--- src/rtl/axil_stream_ctrl_master_if.sv ---
// Bundle for axil_stream_ctrl_master: command stream in, response stream out, AXI-Lite initiator.
// master = the bridge's view, slave = the environment (host stream + register block).
interface axil_stream_ctrl_master_if #(
  parameter int AXIS_BUS_WIDTH = 64,
  parameter int AXIS_ID_WIDTH  = 1
);
  logic [AXIS_BUS_WIDTH-1:0]   axis_in_tdata;
  logic [AXIS_ID_WIDTH-1:0]    axis_in_tdest;
  logic [AXIS_BUS_WIDTH/8-1:0] axis_in_tkeep;
  logic                        axis_in_tlast;
  logic                        axis_in_tvalid;
  logic                        axis_in_tready;

  logic [AXIS_BUS_WIDTH-1:0]   axis_out_tdata;
  logic [AXIS_ID_WIDTH-1:0]    axis_out_tid;
  logic [AXIS_ID_WIDTH-1:0]    axis_out_tdest;
  logic [AXIS_BUS_WIDTH/8-1:0] axis_out_tkeep;
  logic                        axis_out_tlast;
  logic                        axis_out_tvalid;
  logic                        axis_out_tready;

  logic [31:0] ctrl_awaddr;
  logic        ctrl_awvalid;
  logic        ctrl_awready;
  logic [31:0] ctrl_wdata;
  logic [3:0]  ctrl_wstrb;
  logic        ctrl_wvalid;
  logic        ctrl_wready;
  logic [1:0]  ctrl_bresp;
  logic        ctrl_bvalid;
  logic        ctrl_bready;
  logic [31:0] ctrl_araddr;
  logic        ctrl_arvalid;
  logic        ctrl_arready;
  logic [31:0] ctrl_rdata;
  logic [1:0]  ctrl_rresp;
  logic        ctrl_rvalid;
  logic        ctrl_rready;

  modport master (
    input  axis_in_tdata, axis_in_tdest, axis_in_tkeep, axis_in_tlast, axis_in_tvalid,
    output axis_in_tready,
    output axis_out_tdata, axis_out_tid, axis_out_tdest, axis_out_tkeep, axis_out_tlast, axis_out_tvalid,
    input  axis_out_tready,
    output ctrl_awaddr, ctrl_awvalid, input ctrl_awready,
    output ctrl_wdata, ctrl_wstrb, ctrl_wvalid, input ctrl_wready,
    input  ctrl_bresp, ctrl_bvalid, output ctrl_bready,
    output ctrl_araddr, ctrl_arvalid, input ctrl_arready,
    input  ctrl_rdata, ctrl_rresp, ctrl_rvalid, output ctrl_rready
  );

  modport slave (
    output axis_in_tdata, axis_in_tdest, axis_in_tkeep, axis_in_tlast, axis_in_tvalid,
    input  axis_in_tready,
    input  axis_out_tdata, axis_out_tid, axis_out_tdest, axis_out_tkeep, axis_out_tlast, axis_out_tvalid,
    output axis_out_tready,
    input  ctrl_awaddr, ctrl_awvalid, output ctrl_awready,
    input  ctrl_wdata, ctrl_wstrb, ctrl_wvalid, output ctrl_wready,
    output ctrl_bresp, ctrl_bvalid, input ctrl_bready,
    input  ctrl_araddr, ctrl_arvalid, output ctrl_arready,
    output ctrl_rdata, ctrl_rresp, ctrl_rvalid, input ctrl_rready
  );
endinterface

--- src/rtl/axil_stream_ctrl_master.sv ---
// AXI-Stream command packet -> one AXI-Lite transaction -> one response beat; one command in flight.
// Optional AXI-Lite wait bound: define AXIL_MASTER_TIMEOUT_EN (limit = TIMEOUT_CYCLES).
module axil_stream_ctrl_master #(
  parameter int AXIS_BUS_WIDTH = 64,
  parameter int AXIS_ID_WIDTH  = 1,
  parameter int TIMEOUT_CYCLES = 1024
) (
  input logic aclk,
  input logic areset,
  axil_stream_ctrl_master_if.master bus
);
  typedef enum logic [2:0] {IDLE, WRITE, WRESP, READ, RDATA, RESP, DRAIN} state_t;
  localparam int PAD_W = AXIS_BUS_WIDTH - 36;

  state_t                   state;
  logic                     op_q;
  logic                     drain_q;
  logic [AXIS_ID_WIDTH-1:0] tdest_q;
  logic                     in_hs, aw_ok, w_ok, done;
  logic                     unused_bits;

  function automatic logic [AXIS_BUS_WIDTH-1:0] pack_resp(input logic op, input logic tmo,
                                                          input logic [1:0] resp, input logic [31:0] rd);
    return {{PAD_W{1'b0}}, op, tmo, resp, rd};
  endfunction

  // tready is gated by areset so it is low throughout reset yet high on the first cycle after.
  assign bus.axis_in_tready = ~areset & ((state == IDLE) | (state == DRAIN));
  assign in_hs              = bus.axis_in_tvalid & bus.axis_in_tready;
  assign bus.ctrl_bready    = (state == WRESP);
  assign bus.ctrl_rready    = (state == RDATA);
  assign bus.ctrl_wstrb     = 4'hF;
  assign bus.axis_out_tkeep = '1;
  assign bus.axis_out_tlast = 1'b1;
  assign bus.axis_out_tid   = '0;
  assign bus.axis_out_tdest = tdest_q;
  assign unused_bits        = ^{bus.axis_in_tkeep, bus.axis_in_tdata[62]};

  // aw and w complete independently; a channel whose valid already dropped counts as done.
  assign aw_ok = ~bus.ctrl_awvalid | bus.ctrl_awready;
  assign w_ok  = ~bus.ctrl_wvalid  | bus.ctrl_wready;

  always_comb begin
    done = 1'b0;
    case (state)
      WRITE:   done = aw_ok & w_ok;
      WRESP:   done = bus.ctrl_bvalid;
      READ:    done = bus.ctrl_arready;
      RDATA:   done = bus.ctrl_rvalid;
      default: done = 1'b0;
    endcase
  end

`ifdef AXIL_MASTER_TIMEOUT_EN
  localparam int TMO_W = (TIMEOUT_CYCLES > 2) ? $clog2(TIMEOUT_CYCLES) : 1;
  logic [TMO_W-1:0] tmo_cnt;
  logic             tmo_busy, tmo_fire;
  assign tmo_busy = (state == WRITE) | (state == WRESP) | (state == READ) | (state == RDATA);
  // completion in the limit cycle wins over the timeout
  assign tmo_fire = tmo_busy & ~done & (tmo_cnt == TMO_W'(TIMEOUT_CYCLES - 1));
`else
  logic tmo_cycles_unused;
  assign tmo_cycles_unused = (TIMEOUT_CYCLES != 0);
`endif

  always_ff @(posedge aclk) begin
    if (areset) begin
      state               <= IDLE;
      op_q                <= 1'b0;
      drain_q             <= 1'b0;
      tdest_q             <= '0;
      bus.ctrl_awaddr     <= '0;
      bus.ctrl_awvalid    <= 1'b0;
      bus.ctrl_wdata      <= '0;
      bus.ctrl_wvalid     <= 1'b0;
      bus.ctrl_araddr     <= '0;
      bus.ctrl_arvalid    <= 1'b0;
      bus.axis_out_tdata  <= '0;
      bus.axis_out_tvalid <= 1'b0;
`ifdef AXIL_MASTER_TIMEOUT_EN
      tmo_cnt             <= '0;
`endif
    end else begin
      case (state)
        IDLE: if (in_hs) begin
          op_q    <= bus.axis_in_tdata[63];
          tdest_q <= bus.axis_in_tdest;
          drain_q <= ~bus.axis_in_tlast;
          if (bus.axis_in_tdata[63]) begin
            bus.ctrl_awaddr  <= {bus.axis_in_tdata[61:32], 2'b00};
            bus.ctrl_wdata   <= bus.axis_in_tdata[31:0];
            bus.ctrl_awvalid <= 1'b1;
            bus.ctrl_wvalid  <= 1'b1;
            state            <= WRITE;
          end else begin
            bus.ctrl_araddr  <= {bus.axis_in_tdata[61:32], 2'b00};
            bus.ctrl_arvalid <= 1'b1;
            state            <= READ;
          end
        end
        WRITE: begin
          if (bus.ctrl_awready) bus.ctrl_awvalid <= 1'b0;
          if (bus.ctrl_wready)  bus.ctrl_wvalid  <= 1'b0;
          if (done)             state            <= WRESP;
        end
        WRESP: if (bus.ctrl_bvalid) begin
          bus.axis_out_tdata  <= pack_resp(1'b1, 1'b0, bus.ctrl_bresp, 32'h0);
          bus.axis_out_tvalid <= 1'b1;
          state               <= RESP;
        end
        READ: if (bus.ctrl_arready) begin
          bus.ctrl_arvalid <= 1'b0;
          state            <= RDATA;
        end
        RDATA: if (bus.ctrl_rvalid) begin
          bus.axis_out_tdata  <= pack_resp(1'b0, 1'b0, bus.ctrl_rresp, bus.ctrl_rdata);
          bus.axis_out_tvalid <= 1'b1;
          state               <= RESP;
        end
        RESP: if (bus.axis_out_tready) begin
          bus.axis_out_tvalid <= 1'b0;
          state               <= drain_q ? DRAIN : IDLE;
        end
        DRAIN: if (in_hs && bus.axis_in_tlast) state <= IDLE;
        default: state <= IDLE;
      endcase
`ifdef AXIL_MASTER_TIMEOUT_EN
      if (state == IDLE)  tmo_cnt <= '0;
      else if (tmo_busy)  tmo_cnt <= tmo_cnt + 1'b1;
      // abandon the transaction: drop every AXI valid and report SLVERR with the timeout flag
      if (tmo_fire) begin
        bus.ctrl_awvalid    <= 1'b0;
        bus.ctrl_wvalid     <= 1'b0;
        bus.ctrl_arvalid    <= 1'b0;
        bus.axis_out_tdata  <= pack_resp(op_q, 1'b1, 2'b10, 32'h0);
        bus.axis_out_tvalid <= 1'b1;
        state               <= RESP;
      end
`endif
    end
  end
endmodule

--- src/flat_wrapper.sv ---
// flat-port wrapper written by rule: the top's interface ports become plain ports
module axil_stream_ctrl_master_flat 
#(
  parameter int AXIS_BUS_WIDTH = 64,
  parameter int AXIS_ID_WIDTH  = 1,
  parameter int TIMEOUT_CYCLES = 1024
)
  (aclk, areset, bus_axis_in_tdata, bus_axis_in_tdest, bus_axis_in_tkeep, bus_axis_in_tlast, bus_axis_in_tvalid, bus_axis_in_tready, bus_axis_out_tdata, bus_axis_out_tid, bus_axis_out_tdest, bus_axis_out_tkeep, bus_axis_out_tlast, bus_axis_out_tvalid, bus_axis_out_tready, bus_ctrl_awaddr, bus_ctrl_awvalid, bus_ctrl_awready, bus_ctrl_wdata, bus_ctrl_wstrb, bus_ctrl_wvalid, bus_ctrl_wready, bus_ctrl_bresp, bus_ctrl_bvalid, bus_ctrl_bready, bus_ctrl_araddr, bus_ctrl_arvalid, bus_ctrl_arready, bus_ctrl_rdata, bus_ctrl_rresp, bus_ctrl_rvalid, bus_ctrl_rready);
  axil_stream_ctrl_master_if #(.AXIS_BUS_WIDTH(AXIS_BUS_WIDTH), .AXIS_ID_WIDTH(AXIS_ID_WIDTH)) bus_i ();
  input logic aclk;
  input logic areset;
  input wire logic [$bits(bus_i.axis_in_tdata)-1:0] bus_axis_in_tdata;
  input wire logic [$bits(bus_i.axis_in_tdest)-1:0] bus_axis_in_tdest;
  input wire logic [$bits(bus_i.axis_in_tkeep)-1:0] bus_axis_in_tkeep;
  input wire logic [$bits(bus_i.axis_in_tlast)-1:0] bus_axis_in_tlast;
  input wire logic [$bits(bus_i.axis_in_tvalid)-1:0] bus_axis_in_tvalid;
  output wire logic [$bits(bus_i.axis_in_tready)-1:0] bus_axis_in_tready;
  output wire logic [$bits(bus_i.axis_out_tdata)-1:0] bus_axis_out_tdata;
  output wire logic [$bits(bus_i.axis_out_tid)-1:0] bus_axis_out_tid;
  output wire logic [$bits(bus_i.axis_out_tdest)-1:0] bus_axis_out_tdest;
  output wire logic [$bits(bus_i.axis_out_tkeep)-1:0] bus_axis_out_tkeep;
  output wire logic [$bits(bus_i.axis_out_tlast)-1:0] bus_axis_out_tlast;
  output wire logic [$bits(bus_i.axis_out_tvalid)-1:0] bus_axis_out_tvalid;
  input wire logic [$bits(bus_i.axis_out_tready)-1:0] bus_axis_out_tready;
  output wire logic [$bits(bus_i.ctrl_awaddr)-1:0] bus_ctrl_awaddr;
  output wire logic [$bits(bus_i.ctrl_awvalid)-1:0] bus_ctrl_awvalid;
  input wire logic [$bits(bus_i.ctrl_awready)-1:0] bus_ctrl_awready;
  output wire logic [$bits(bus_i.ctrl_wdata)-1:0] bus_ctrl_wdata;
  output wire logic [$bits(bus_i.ctrl_wstrb)-1:0] bus_ctrl_wstrb;
  output wire logic [$bits(bus_i.ctrl_wvalid)-1:0] bus_ctrl_wvalid;
  input wire logic [$bits(bus_i.ctrl_wready)-1:0] bus_ctrl_wready;
  input wire logic [$bits(bus_i.ctrl_bresp)-1:0] bus_ctrl_bresp;
  input wire logic [$bits(bus_i.ctrl_bvalid)-1:0] bus_ctrl_bvalid;
  output wire logic [$bits(bus_i.ctrl_bready)-1:0] bus_ctrl_bready;
  output wire logic [$bits(bus_i.ctrl_araddr)-1:0] bus_ctrl_araddr;
  output wire logic [$bits(bus_i.ctrl_arvalid)-1:0] bus_ctrl_arvalid;
  input wire logic [$bits(bus_i.ctrl_arready)-1:0] bus_ctrl_arready;
  input wire logic [$bits(bus_i.ctrl_rdata)-1:0] bus_ctrl_rdata;
  input wire logic [$bits(bus_i.ctrl_rresp)-1:0] bus_ctrl_rresp;
  input wire logic [$bits(bus_i.ctrl_rvalid)-1:0] bus_ctrl_rvalid;
  output wire logic [$bits(bus_i.ctrl_rready)-1:0] bus_ctrl_rready;
  assign bus_i.axis_in_tdata = bus_axis_in_tdata;
  assign bus_i.axis_in_tdest = bus_axis_in_tdest;
  assign bus_i.axis_in_tkeep = bus_axis_in_tkeep;
  assign bus_i.axis_in_tlast = bus_axis_in_tlast;
  assign bus_i.axis_in_tvalid = bus_axis_in_tvalid;
  assign bus_axis_in_tready = bus_i.axis_in_tready;
  assign bus_axis_out_tdata = bus_i.axis_out_tdata;
  assign bus_axis_out_tid = bus_i.axis_out_tid;
  assign bus_axis_out_tdest = bus_i.axis_out_tdest;
  assign bus_axis_out_tkeep = bus_i.axis_out_tkeep;
  assign bus_axis_out_tlast = bus_i.axis_out_tlast;
  assign bus_axis_out_tvalid = bus_i.axis_out_tvalid;
  assign bus_i.axis_out_tready = bus_axis_out_tready;
  assign bus_ctrl_awaddr = bus_i.ctrl_awaddr;
  assign bus_ctrl_awvalid = bus_i.ctrl_awvalid;
  assign bus_i.ctrl_awready = bus_ctrl_awready;
  assign bus_ctrl_wdata = bus_i.ctrl_wdata;
  assign bus_ctrl_wstrb = bus_i.ctrl_wstrb;
  assign bus_ctrl_wvalid = bus_i.ctrl_wvalid;
  assign bus_i.ctrl_wready = bus_ctrl_wready;
  assign bus_i.ctrl_bresp = bus_ctrl_bresp;
  assign bus_i.ctrl_bvalid = bus_ctrl_bvalid;
  assign bus_ctrl_bready = bus_i.ctrl_bready;
  assign bus_ctrl_araddr = bus_i.ctrl_araddr;
  assign bus_ctrl_arvalid = bus_i.ctrl_arvalid;
  assign bus_i.ctrl_arready = bus_ctrl_arready;
  assign bus_i.ctrl_rdata = bus_ctrl_rdata;
  assign bus_i.ctrl_rresp = bus_ctrl_rresp;
  assign bus_i.ctrl_rvalid = bus_ctrl_rvalid;
  assign bus_ctrl_rready = bus_i.ctrl_rready;
  axil_stream_ctrl_master #(.AXIS_BUS_WIDTH(AXIS_BUS_WIDTH), .AXIS_ID_WIDTH(AXIS_ID_WIDTH), .TIMEOUT_CYCLES(TIMEOUT_CYCLES)) u_core (.aclk(aclk), .areset(areset), .bus(bus_i));
endmodule
--- config.mk ---
export PLATFORM = sky130hd
export DESIGN_NAME = axil_stream_ctrl_master_flat
export DESIGN_NICKNAME = d
export VERILOG_FILES = /design/src/rtl/axil_stream_ctrl_master_if.sv /design/src/rtl/axil_stream_ctrl_master.sv /design/src/flat_wrapper.sv
export SDC_FILE = /design/constraint.sdc
export NUM_CORES = 1
export LEC_CHECK = 0
export CAP_MARGIN = 10
export CORE_MARGIN = 3
export CORE_UTILIZATION = 39
export CTS_CLUSTER_DIAMETER = 80
export DETAILED_ROUTE_END_ITERATION = 10
export HOLD_SLACK_MARGIN = 0.02
export PLACE_DENSITY = 0.8
export SYNTH_ARGS = -nofsm -noshare
export SYNTH_HDL_FRONTEND = slang
export SYNTH_SLANG_ARGS = --single-unit
--- constraint.sdc ---
create_clock -name aclk -period 2 [get_ports aclk]
set_clock_uncertainty 0.2 [all_clocks]
set_input_delay 0.4 -clock aclk [delete_from_list [all_inputs] [get_ports aclk]]
set_output_delay 0.4 -clock aclk [all_outputs]
set_load 0.02 [all_outputs]
==> impl_metrics.toml, run 1 <==
[global_route]
globalRouteOverflowTotal = 0
antenna_found_initial = 0
grt_pass1_vias = 4556
grt_pass1_wl_mm = 22.9
grtUsageTotal = 0.189
grt_max_degree = 52

[layout]
fin_area_mm2 = 0.00859
final_net_count = 1038
n_fill_cell = 1162
drive_gt1_frac = 0.0762
area_growth_syn_to_layout_pct = 58.7
antenna_cells = 0

[detailed_routing]
routed_via_density = 4.71
drc_errors = 0
routedWlPerCell_um = 14.0
postRouteAntennaNets = 0
firstDrtPassIters = 4
num_vias = 5223
drt_iter0_markers = 289
routed_wl_mm = 15.5

[clock_tree]
path_clk_slew_ns = 0.06
cts_hold_buf = 0
cts_tree = "yes"
root_buffer = "clkbuf_16"
cts.sink_count = 136
clkLatencyLatePin_ns = 0.41
cts.path.max_buffers = 2
htreeDepth = 4
cts_made_buffers = 17

[worst_hold_path]
min_delay_path_depth = 2
hp-start = "u_core.bus.axis_out_tdata[27]"
hp-class = "reg -> reg"
whs_endpoint = "u_core.bus.axis_out_tdata[27]"

[logic_synthesis]
ys_seq_area_frac = 0.503
synth_edf_count = 0
postSynthAreaPerCell_um2 = 7.99
syn_inst = 678
yosysWarnings = 0
yosysTopAreaCell = "dfxtp_1"
synth_seq_cells = 136
synth_top_cell_area_share = 0.503
yosys_most_used_dff = "dfxtp_1"
async_reset_ff_frac = 0
synth_area_mm2 = 0.00542
synth.distinct_cells = 38
synth_commonest_cells = "222 x nand2_1, 136 x dfxtp_1, 128 x a21oi_1"
yosysMostFrequentCell = "nand2_1"
ys_top_cells_by_area = "dfxtp_1 50%, nand2_1 15%, a21oi_1 12%"

[floorplan]
core-area_mm2 = 0.0134
die_area_mm2 = 0.0153
die_y_um = 124
num_rows = 42
initial_core_util = 0.404
die_w_um = 124
ioPinCount = 301

[setup_path]
cp_max_fo = 2
worst_setup_path_start_kind = "flip-flop"
end_kind = "primary output"
crit_required_ns = 1.40
path_depth = 1
cp_top_family = "buffers and inverters"
r2r-end = "u_core.state[0]"
arrival_ns = 1.36
r2r_start = "u_core.state[0]"
r2r_setup_slack_ns = 0.11
r2r_cells = 6
critical_path_class = "reg -> out"
path_cells = "clkdlybuf4s50_1"
critical_path_buf_inv_count = 1
critPathSlowestCell = "clkdlybuf4s50_1"
slowest_delay_ns = 0.63

[sta]
timing.hold.ws_ns = 0.247
fin_crit_ns = 1.96
timing.slew.headroom = 0.630
worst_pin_slew_ns = 0.555
slew_viol_final = 0
setup_ws_ns = 0.0386
fin_crit_sh = 0.981
finalSetupViolations = 0
hold_viol = 0
rsz0062_at_grt = "yes"
max_freq_ghz = 0.510

[placed_design]
port_buffers = 244
gp_congestion = 0.819
placed_area_mm2 = 0.00796
dp_hpwl_mm = 10.8
place_ws_ns = -0.258

[pwr]
ir_drop_uv = 592
total_power_w = 0.00796
leakage_nw = 3.90
p_per_area_mw_per_mm2 = 927

[job]
cap_viol_max_count = 0

[status]
status = "finished clean"
==> placed cells by master, fill, tap and decap left out, types with 2 or more instances in the layout <==
cell             netlist  routed
nand2_1              222     222
clkdlybuf4s50_1        0     185
dfxtp_1              136     135
a21oi_1              128     128
conb_1                 2      47
dlymetal6s2s_1         0      45
nand3_1               35      34
buf_4                 55      20
clkbuf_16              0      17
dlygate4sd2_1          0      10
buf_12                 0       9
nor2_1                 8       8
mux2i_1                6       6
o21ai_0                6       6
inv_1                  5       5
clkinv_2               0       5
clkbuf_1              27       4
nor3_1                 3       3
a211oi_1               3       3
clkbuf_8               0       3
clkinvlp_4             0       3
inv_2                  2       2
nor3_4                 2       2
nand2b_1               2       2
nor3b_1                3       2
buf_2                  8       2
==> logic make-up after synthesis <==
group                     count (synthesis)  synth area share
AOI/OAI and AO/OA                       147             0.145
xor gates and xnor gates                  1           0.00162
buffers and inverters                   102             0.118
DFF                                     136             0.503
muxes                                     6            0.0111
other                                     2           0.00139
and+or+nand+nor                         284             0.220
==> timing repair <==
item                       CTS  global route
setup endpoints to repair   13            52
buffers inserted             0             0
resized for setup           25            47
==> cell type report <==
class                           count  area (um^2)  area share
Clock inverter                      8         47.5     0.00553
Multi-Input combinational cell    485         2240       0.261
Clock buffer                       24          482      0.0561
Tap cell                          176          220      0.0256
Sequential cell                   136         2720       0.317
Inverter                            7         26.3     0.00306
Timing Repair Buffer              272         2850       0.332
==> how the worst max path moves through the flow <==
stage / from / end / slack, ns
6_report: u_core.bus.ctrl_awaddr[3] / bus_ctrl_awaddr[3] / 0.04
4_1_cts: u_core.bus.ctrl_wdata[0] / bus_ctrl_wdata[0] / 0.0009
3_3_place_gp: bus_axis_in_tvalid / u_core.state[0] / -0.22
5_1_grt: u_core.state[1] / bus_ctrl_bready / -0.007
3_5_place_dp: bus_axis_in_tvalid / u_core.state[0] / -0.26
2_1_floorplan: u_core.state[1] / u_core.state[0] / 0.1
==> report_power, final <==
part           total, W  leakage, nW  internal (W)  switching [W]
clock network   0.00279        0.256       0.00167        0.00112
registers       0.00301         1.10       0.00291       0.000108
logic           0.00216         2.55      0.000953        0.00121
total           0.00796         3.90       0.00553        0.00243
==> through the flow <==
| stage | setup TNS, ns | util | cells |
|---|---|---|---|
| 6_report | 0 | 0.641 | 1108 |
| 2_1_floorplan | 0 | - | 723 |
| 4_1_cts | 0 | 0.633 | 1108 |
| 3_5_place_dp | -9.87 | 0.594 | 1076 |
| 5_1_grt | -0.00989 | 0.641 | 1108 |
| 3_3_place_gp | -8.36 | 0.594 | 1076 |
==> per-layer routing <==
metal | GRT usage | vias up | part of all wire
li1 | - | 2610 | -
met1 | 0.229 | 2400 | 0.39
met2 | 0.305 | 197 | 0.49
met3 | 0.0713 | 16 | 0.098
met4 | 0.0754 | 0 | 0.015
met5 | 0 | - | 0
==> state kept, by name, indices dropped and copies added, names as in the netlist <==
register,flops
u_core.bus.axis_out_tdata,35
u_core.bus.axis_out_tdest,1
u_core.bus.axis_out_tvalid,1
u_core.bus.ctrl_araddr,30
u_core.bus.ctrl_arvalid,1
u_core.bus.ctrl_awaddr,30
u_core.bus.ctrl_awvalid,1
u_core.bus.ctrl_wdata,32
u_core.bus.ctrl_wvalid,1
u_core.drain_q,1
u_core.state,3
(Power assumes the default switching activity.)
==> inputs of run 2 (changes only) <==
- CORE_UTILIZATION: 39 -> 40
- GPL_ROUTABILITY_DRIVEN: not set -> 1
- PLACE_DENSITY: 0.8 -> 0.82
- SLEW_MARGIN: not set -> 0
- clock period: 2 -> 2.5 ns (I/O delays scaled with it)
==> run 2 against run 1 <==
Against the previous run: non-clock buffer count shrank 10; critical path depth rose by 2; sequential share of layout area up 0.69 points; sequential power down 19%; routed wire length is 2.6% higher; flip-flop and latch count did not move; setup slack improved by 0.16 ns; clock-buffer cell count is the same; clock power decreased by 13%; cell area is 2.2% lower.
==> impl_metrics.toml, run 2 (synthesis gave the netlist of run 1 again) <==
[clock_tree]
cts_hold_buf = 0
root_buffer = "clkbuf_16"
htreeDepth = 4
cts_made_buffers = 17
cts.sink_count = 136
cts.path.max_buffers = 2
cts_tree = "yes"
path_clk_slew_ns = 0.06
clkLatencyLatePin_ns = 0.41

[sta]
max_freq_ghz = 0.435
worst_pin_slew_ns = 1.03
rsz0062_at_grt = "no"
fin_crit_ns = 2.30
setup_tns_ns = 0
timing.hold.ws_ns = 0.247
hold_viol = 0
fin_crit_sh = 0.919
timing.slew.headroom = 0.314
slew_viol_final = 0
finalSetupViolations = 0

[floorplan]
core-area_mm2 = 0.0129
ioPinCount = 301
die_y_um = 122
num_rows = 41
die_w_um = 122
initial_core_util = 0.419
die_area_mm2 = 0.0150

[layout]
seq_area_mm2 = 0.00272
multi_input_area_mm2 = 0.00223
top_register = "u_core.bus.axis_out_tdata"
fin_util = 0.650
final_net_count = 1028
most-common-layout-cells = "240 x clkdlybuf4s50_1, 222 x nand2_1, 136 x dfxtp_1"
top_regs = "u_core.bus.axis_out_tdata: 35 flops, u_core.bus.ctrl_wdata: 32 flops"
largest_register_ffs = 35
drive_gt1_frac = 0.0607
area_growth_syn_to_layout_pct = 55.2
antenna_cells = 0
fin_area_mm2 = 0.00841
n_fill_cell = 1092
layout_commonest_cell = "clkdlybuf4s50_1"

[detailed_routing]
drc_errors = 0
firstDrtPassIters = 4
routedWlPerCell_um = 14.5
routed_wl_mm = 15.9
drt_iter0_markers = 266
num_vias = 5178
routed_via_density = 4.73
postRouteAntennaNets = 0

[pwr]
p_per_area_mw_per_mm2 = 774
ir_drop_uv = 545
total_power_w = 0.00651
leakage_nw = 2.99

[placed_design]
port_buffers = 244
gp_congestion = 0.796
placed_area_mm2 = 0.00783
dp_hpwl_mm = 11.1

[global_route]
grtUsageTotal = 0.206
antenna_found_initial = 0
grt_max_degree = 102
grt_pass1_vias = 4818
globalRouteOverflowTotal = 0
grt_pass1_wl_mm = 24.0

[setup_path]
worst_setup_path_start_kind = "flip-flop"
end_kind = "primary output"
arrival_ns = 1.60
cp_max_fo = 8
critical_path_class = "reg -> out"
crit_required_ns = 1.80

[status]
status = "finished clean"

[job]
cap_viol_max_count = 0

[worst_hold_path]
hp-class = "reg -> reg"
-- run 2: changes by cell type in the layout (fill, tap and decap cells not counted), sizes merged, moves of 2 or more --
cell / delta
dlymetal6s2s: -45
clkdlybuf4s50: +55
buf: -12
bufinv: +2
dlygate4sd2: -7
-- run 2: final cells by class --
cell class	count	area share
clock inverters	8	0.0113
flip-flops and latches	136	0.324
multi-input cells	485	0.265
clock buffers	24	0.0573
well taps	172	0.0256
repair buffers	262	0.313
inverters	7	0.00313
-- run 2: worst max-delay path, cell delays in order, from the launching register on --
cell and delay, ns:
dfxtp_1 0.51, inv_2 0.09, nor3_4 0.19, dlygate4sd2_1 0.40
-- run 2: metrics by stage --
stage               setup slack [ns]  cells
finish                         0.204   1094
global route                  0.0938   1094
CTS                            0.157   1094
detailed placement             0.131   1062
global placement               0.142   1062
floorplan                      0.415    723
-- run 2: power by group --
part           total, W  switching (W)  internal [W]
registers       0.00243       0.000103       0.00232
logic           0.00165       0.000937      0.000714
clock network   0.00243       0.000890       0.00154
-- run 2: repair_timing --
action | in CTS | in global routing
gates resized for setup | 3 | 0
endpoints found under the setup margin | 3 | 0
buffers inserted | 0 | 0
-- run 2: per-layer routing --
metal | part of all wire | up-vias | global-route usage
met4 | 0.021 | 0 | 0.0777
met1 | 0.37 | 2378 | 0.215
met3 | 0.099 | 20 | 0.101
met5 | 0 | - | 0
met2 | 0.51 | 188 | 0.355
li1 | - | 2592 | -
-- run 2: path summary, 6_finish.rpt --
check	start	end	slack, ns	cells past startpoint
setup reg to reg	u_core.state[2]	u_core.state[1]	0.37	5
hold / removal	u_core.bus.axis_out_tdata[16]	u_core.bus.axis_out_tdata[16]	0.25	2
hold reg to reg	u_core.bus.axis_out_tdata[16]	u_core.bus.axis_out_tdata[16]	0.25	2
setup / recovery	u_core.state[2]	bus_ctrl_rready	0.20	3
